File: config.mk
export PLATFORM = sky130hd
export DESIGN_NAME = video_fetch_arbiter
export DESIGN_NICKNAME = d
export VERILOG_FILES = /design/src/rtl/video_fetch_arbiter.sv
export SDC_FILE = /design/constraint.sdc
export NUM_CORES = 1
export LEC_CHECK = 0
export BUFFER_PORTS_ARGS = -buffer_cell sky130_fd_sc_hd__buf_2
export CORE_UTILIZATION = 35
export DETAILED_ROUTE_END_ITERATION = 10
export PLACE_DENSITY = 0.74
export SLEW_MARGIN = 40
export SYNTH_ARGS = -nofsm -noshare
export SYNTH_HDL_FRONTEND = slang
export SYNTH_SLANG_ARGS = --single-unit
export TNS_END_PERCENT = 50
File: constraint.sdc
create_clock -name clk_i -period 1.3 [get_ports clk_i]
set_input_delay 0.195 -clock clk_i [delete_from_list [all_inputs] [get_ports clk_i]]
set_output_delay 0.195 -clock clk_i [all_outputs]
set_load 0.03 [all_outputs]
File: src/rtl/video_fetch_arbiter.sv
// rtl/video_fetch_arbiter.sv - shares one 17-bit SRAM port between the CPU and the character video fetch
//
// Purpose:
//   Each character slot with display enable launches an atomic pair of SRAM reads:
//   the screen code from VRAM, then the glyph row from the character ROM.
//   The row is handed to the pixel shifter on the following character strobe.
//   CPU accesses are served in the gaps. An access in flight is never preempted.
//
// Optional build macro: INVERSE_VIDEO_EN
//   When defined, code[6:0] indexes a 1 KiB glyph window and code[7] inverts the row.
//
// Ports:
//   clk_i, reset_ni               clock and synchronous active-low reset
//   cclk_en_i, de_i, ma_i, ra_i   CRTC character strobe, display enable, addresses
//   cpu_req_i/we_i/addr_i/wdata_i CPU request; the CPU holds it until cpu_ack_o
//   cpu_ack_o                     1-cycle completion; read data is on mem_rdata_i
//   mem_req_o/we_o/addr_o/wdata_o SRAM request; held until mem_done_i
//   mem_done_i, mem_rdata_i       SRAM completion pulse and read data
//   pixels_o, pixels_load_o       pixel byte (MSB first) and shifter load strobe
//   underrun_o                    previous slot's fetch did not finish in time
module video_fetch_arbiter #(
  parameter logic [16:0] VRAM_BASE    = 17'h08000,
  parameter logic [16:0] CHARROM_BASE = 17'h10000
) (
  input  logic        clk_i,
  input  logic        reset_ni,
  input  logic        cclk_en_i,
  input  logic        de_i,
  input  logic [13:0] ma_i,
  input  logic [4:0]  ra_i,
  input  logic        cpu_req_i,
  input  logic        cpu_we_i,
  input  logic [16:0] cpu_addr_i,
  input  logic [7:0]  cpu_wdata_i,
  output logic        cpu_ack_o,
  output logic        mem_req_o,
  output logic        mem_we_o,
  output logic [16:0] mem_addr_o,
  output logic [7:0]  mem_wdata_o,
  input  logic        mem_done_i,
  input  logic [7:0]  mem_rdata_i,
  output logic [7:0]  pixels_o,
  output logic        pixels_load_o,
  output logic        underrun_o
);

  typedef enum logic [1:0] {S_IDLE, S_CPU, S_V_CODE, S_V_ROW} state_t;

  state_t      state_q, state_d;
  logic        vid_pending;
  logic [9:0]  ma_q;
  logic [2:0]  ra_q;
  logic [9:0]  fetch_ma;
  logic [2:0]  fetch_ra;
  logic [7:0]  code_q;
  logic [7:0]  row_q;
  logic        fetch_ok;
  logic        de_last;
  logic [7:0]  row_fmt;
  logic        slot_go;
  logic        vid_want;
  logic        row_done;
  logic        unused_bits;

  assign unused_bits = ^{ma_i[13:10], ra_i[4:3]};

  assign slot_go  = cclk_en_i & de_i;
  // A slot arriving this very cycle counts as pending, so video beats a waiting CPU.
  assign vid_want = vid_pending | slot_go;
  assign row_done = (state_q == S_V_ROW) & mem_done_i;

  // The row is stored already formatted, so a later code fetch cannot alter it.
`ifdef INVERSE_VIDEO_EN
  assign row_fmt = code_q[7] ? ~mem_rdata_i : mem_rdata_i;
`else
  assign row_fmt = mem_rdata_i;
`endif

  always_ff @(posedge clk_i) begin
    if (!reset_ni) begin
      state_q <= S_IDLE;
    end else begin
      state_q <= state_d;
    end
  end

  always_comb begin
    state_d = state_q;
    case (state_q)
      S_IDLE: begin
        if (vid_want) begin
          state_d = S_V_CODE;
        end else if (cpu_req_i) begin
          state_d = S_CPU;
        end
      end
      S_CPU:    if (mem_done_i) state_d = S_IDLE;
      S_V_CODE: if (mem_done_i) state_d = S_V_ROW;
      S_V_ROW:  if (mem_done_i) state_d = S_IDLE;
      default:  state_d = S_IDLE;
    endcase
  end

  always_ff @(posedge clk_i) begin
    if (!reset_ni) begin
      vid_pending <= 1'b0;
      ma_q        <= '0;
      ra_q        <= '0;
      fetch_ma    <= '0;
      fetch_ra    <= '0;
      code_q      <= '0;
      row_q       <= '0;
      fetch_ok    <= 1'b0;
      de_last     <= 1'b0;
    end else begin
      if (row_done) begin
        row_q       <= row_fmt;
        vid_pending <= 1'b0;
      end
      // A new slot overrides completion of the old one in the same cycle.
      if (slot_go) begin
        vid_pending <= 1'b1;
        ma_q        <= ma_i[9:0];
        ra_q        <= ra_i[2:0];
      end
      // Snapshot the address at launch so a missed slot cannot move an in-flight fetch.
      if ((state_q == S_IDLE) && vid_want) begin
        fetch_ma <= slot_go ? ma_i[9:0] : ma_q;
        fetch_ra <= slot_go ? ra_i[2:0] : ra_q;
      end
      if ((state_q == S_V_CODE) && mem_done_i) begin
        code_q <= mem_rdata_i;
      end
      // A completion on the strobe cycle is consumed by the bypass, so it never sets fetch_ok.
      if (cclk_en_i) begin
        fetch_ok <= 1'b0;
        de_last  <= de_i;
      end else if (row_done) begin
        fetch_ok <= 1'b1;
      end
    end
  end

  always_comb begin
    mem_req_o     = 1'b0;
    mem_we_o      = 1'b0;
    mem_addr_o    = '0;
    mem_wdata_o   = '0;
    cpu_ack_o     = 1'b0;
    pixels_load_o = cclk_en_i;
    pixels_o      = 8'h00;
    underrun_o    = 1'b0;

    case (state_q)
      S_CPU: begin
        mem_req_o   = 1'b1;
        mem_we_o    = cpu_we_i;
        mem_addr_o  = cpu_addr_i;
        mem_wdata_o = cpu_wdata_i;
        cpu_ack_o   = mem_done_i;
      end
      S_V_CODE: begin
        mem_req_o  = 1'b1;
        mem_addr_o = VRAM_BASE + {7'd0, fetch_ma};
      end
      S_V_ROW: begin
        mem_req_o  = 1'b1;
`ifdef INVERSE_VIDEO_EN
        mem_addr_o = CHARROM_BASE + {7'd0, code_q[6:0], fetch_ra};
`else
        mem_addr_o = CHARROM_BASE + {6'd0, code_q, fetch_ra};
`endif
      end
      default: ;
    endcase

    if (cclk_en_i) begin
      if (row_done) begin
        pixels_o = row_fmt;
      end else if (fetch_ok) begin
        pixels_o = row_q;
      end
      underrun_o = de_last & ~fetch_ok & ~row_done;
    end
  end

endmodule

==> results.cfg <==
[placed_design]
port_buffers = 90
dpl.hpwl_um = 4384
gp_congestion = 0.7738
dp_slack_ns = -0.1690

[timing]
final_max_slew_viol_count = 0
max_freq_mhz = 619.1
setup_viol = 50
fin_tns_setup_ns = -10.63
worst_slew_pin_slew_ns = 0.2571
skew_ns = 0.006021
maxSlewHeadroom_pct = 82.37
post-route-min-period_ns = 1.615
period_share_pct = 124.2
hold_violations = 0
rsz0062_at_grt = true
layout_setup_ws_ns = -0.3151

[power_and_ir_drop]
power.density_mw_per_mm2 = 1041
power_mw = 3.887
leakage_nw = 1.655
peakVddDrop_v = 0.0006442

[synthesis]
ys_top_cells_by_area = dfxtp_1 (42%), mux2i_1 (14%), a211oi_2 (5.6%)
synth_edf_count = 0
yosys.area.top_type = dfxtp_1
syn_nets = 310
post-synth-top-count-cell = dfxtp_1
ys_seq_elements = 47
synth_commonest_cells = dfxtp_1 (47), mux2i_1 (32), nand2_1 (30), nor2_1 (26), a21oi_1 (25)
postSynthAreaPerCell_um2 = 8.853
synth_cells = 251
yosysSeqAreaShare_pct = 42.34
synth_top_area_share_pct = 42.34
synth-main-ff-cell = dfxtp_1
netlist_area_mm2 = 0.002222
ys_warn_count = 0
ys_types = 29
ys_async_sr_fraction_pct = 0

[run]
maxCapViolations = 0

[detailed_routing]
vias = 2205
drt_pre_antenna_iters = 4
ant_nets = 0
drtIter0Drc = 84
drc_errors = 0
wl_per_cell_um = 15.00
viasPerCell = 5.057
drt-total-wl_um = 6540

[clock_network]
clock_latency_ns = 0.30
path_clk_slew_ns = 0.08
root_buffer = clkbuf_8
clock_sink_count = 47
tritoncts = built
cts.path.max_buffers = 2
cts_hold_buf = 0
cts-buffers-inserted = 5
htreeDepth = 2

[global_route]
grt_pass1_vias = 2162
grt_start_max_net_pins = 47
grt_pass1_wl_um = 9804
grt_usage_pct = 19.59
gr-total-overflow = 0
antenna_found_initial = 0

[final_layout]
diodes = 0
syn_to_final_growth_pct = 68.02
final_util_pct = 61.96
fin_nets = 419
final_layout_size_suffix_gt1_share_pct = 59.83
n_fill_cell = 502

[floorplanning]
rows = 28
initial_core_util_pct = 36.88
dieArea_mm2 = 0.006672
die_x_um = 81.68
die_y_um = 81.68
ioPinCount = 97
core_mm2 = 0.006026

[setup_path]
required_ns = 1.11
cp-start-kind = register
worstPathArrival_ns = 1.42
crit_fanout = 8
worstSetupEndpointType = output port
worstSetupPathType = reg -> out

[outcome]
violations = setup timing
status = complete, but fails checks

[min_path]
min_path_type = in -> reg
-- path summary, 6_finish.rpt --
check,start,end,slack [ns],cells after the start
hold reg to reg,row_q[2]$_SDFFE_PN0P_,row_q[2]$_SDFFE_PN0P_,0.47,2
setup / recovery,state_q[0]$_SDFFE_PN0P_,pixels_o[6],-0.32,5
setup reg to reg,state_q[0]$_SDFFE_PN0P_,fetch_ma[8]$_SDFFE_PN0P_,-0.05,5
hold / removal,reset_ni,state_q[0]$_SDFFE_PN0P_,0.12,3
-- layer usage --
metal	routed length (µm)	track usage, %	vias up	share of wire [%]
li1	-	-	1083	-
met1	2700	22.83	1043	41
met2	3363	35.42	70	51
met3	391	4.778	9	6.0
met4	84	5.439	0	1.3
met5	0	0	-	0
-- power by group --
part           internal [mW]  switching, mW  leakage, nW
clock                  0.486          0.475       0.0515
sequential              1.53         0.0741        0.385
combinational          0.622          0.695         1.22
total                   2.64           1.24         1.65
-- area by class of cell --
type / instances / area (µm²) / area share [%]
repair buffers: 121 / 982.2 / 26.31
multi-input cells: 181 / 1595 / 42.73
inverters: 4 / 15.01 / 0.4021
well taps: 75 / 93.84 / 2.513
clock buffers: 8 / 100.1 / 2.681
flip-flops and latches: 47 / 947.2 / 25.37
-- layout by cell type (no fill, tap or decap), types with 6 or more instances in the layout --
master / count
buf_6: 33
nand2_1: 14
a211oi_2: 10
and2_4: 14
clkbuf_8: 7
dfxtp_1: 44
nand2_2: 11
nor2_1: 24
nand2_4: 6
a21boi_4: 7
buf_2: 55
o21ai_4: 8
a21oi_1: 25
mux2i_1: 23
mux2i_4: 6
buf_4: 26
buf_12: 7
-- critical path, cell delays in order, from the launching register on --
cell and delay (ns):
dfxtp_4 0.39, and3_4 0.21, buf_12 0.16, nand2_4 0.06
a21boi_2 0.15, buf_6 0.15
-- kinds of logic after synthesis --
logic type             count (synthesis)  share of synthesized area [%]
AOI/OAI and AO/OA                     59                          18.47
buffers and inverters                 24                          5.856
DFF                                   47                          42.34
muxes                                 32                          14.41
and+or+nand+nor                       89                          18.92
-- registers in the layout, summed over array words and instances, names as in the netlist --
register	count
row_q	8
fetch_ra	3
state_q	2
ma_q	10
fetch_ok	1
fetch_ma	10
code_q	8
vid_pending	1
de_last	1
ra_q	3
-- what timing repair did --
| item | CTS | global route |
|---|---|---|
| pin swaps | 5 | 16 |
| endpoints found under the setup margin | 37 | 39 |
| cloned | 1 | 0 |
| buffers inserted | 5 | 1 |
| gates resized for setup | 112 | 27 |
-- through the flow --
stage | instance area (µm²) | std cells | hold slack (ns)
floorplan | 2419 | 251 | 0.3111
global placement | 3098 | 421 | 0.4427
detailed placement | 3098 | 421 | 0.4509
CTS | 3633 | 435 | 0.1208
global route | 3734 | 436 | 0.1266
finish | 3734 | 436 | 0.1246
Power figures use the tool's default switching activity.
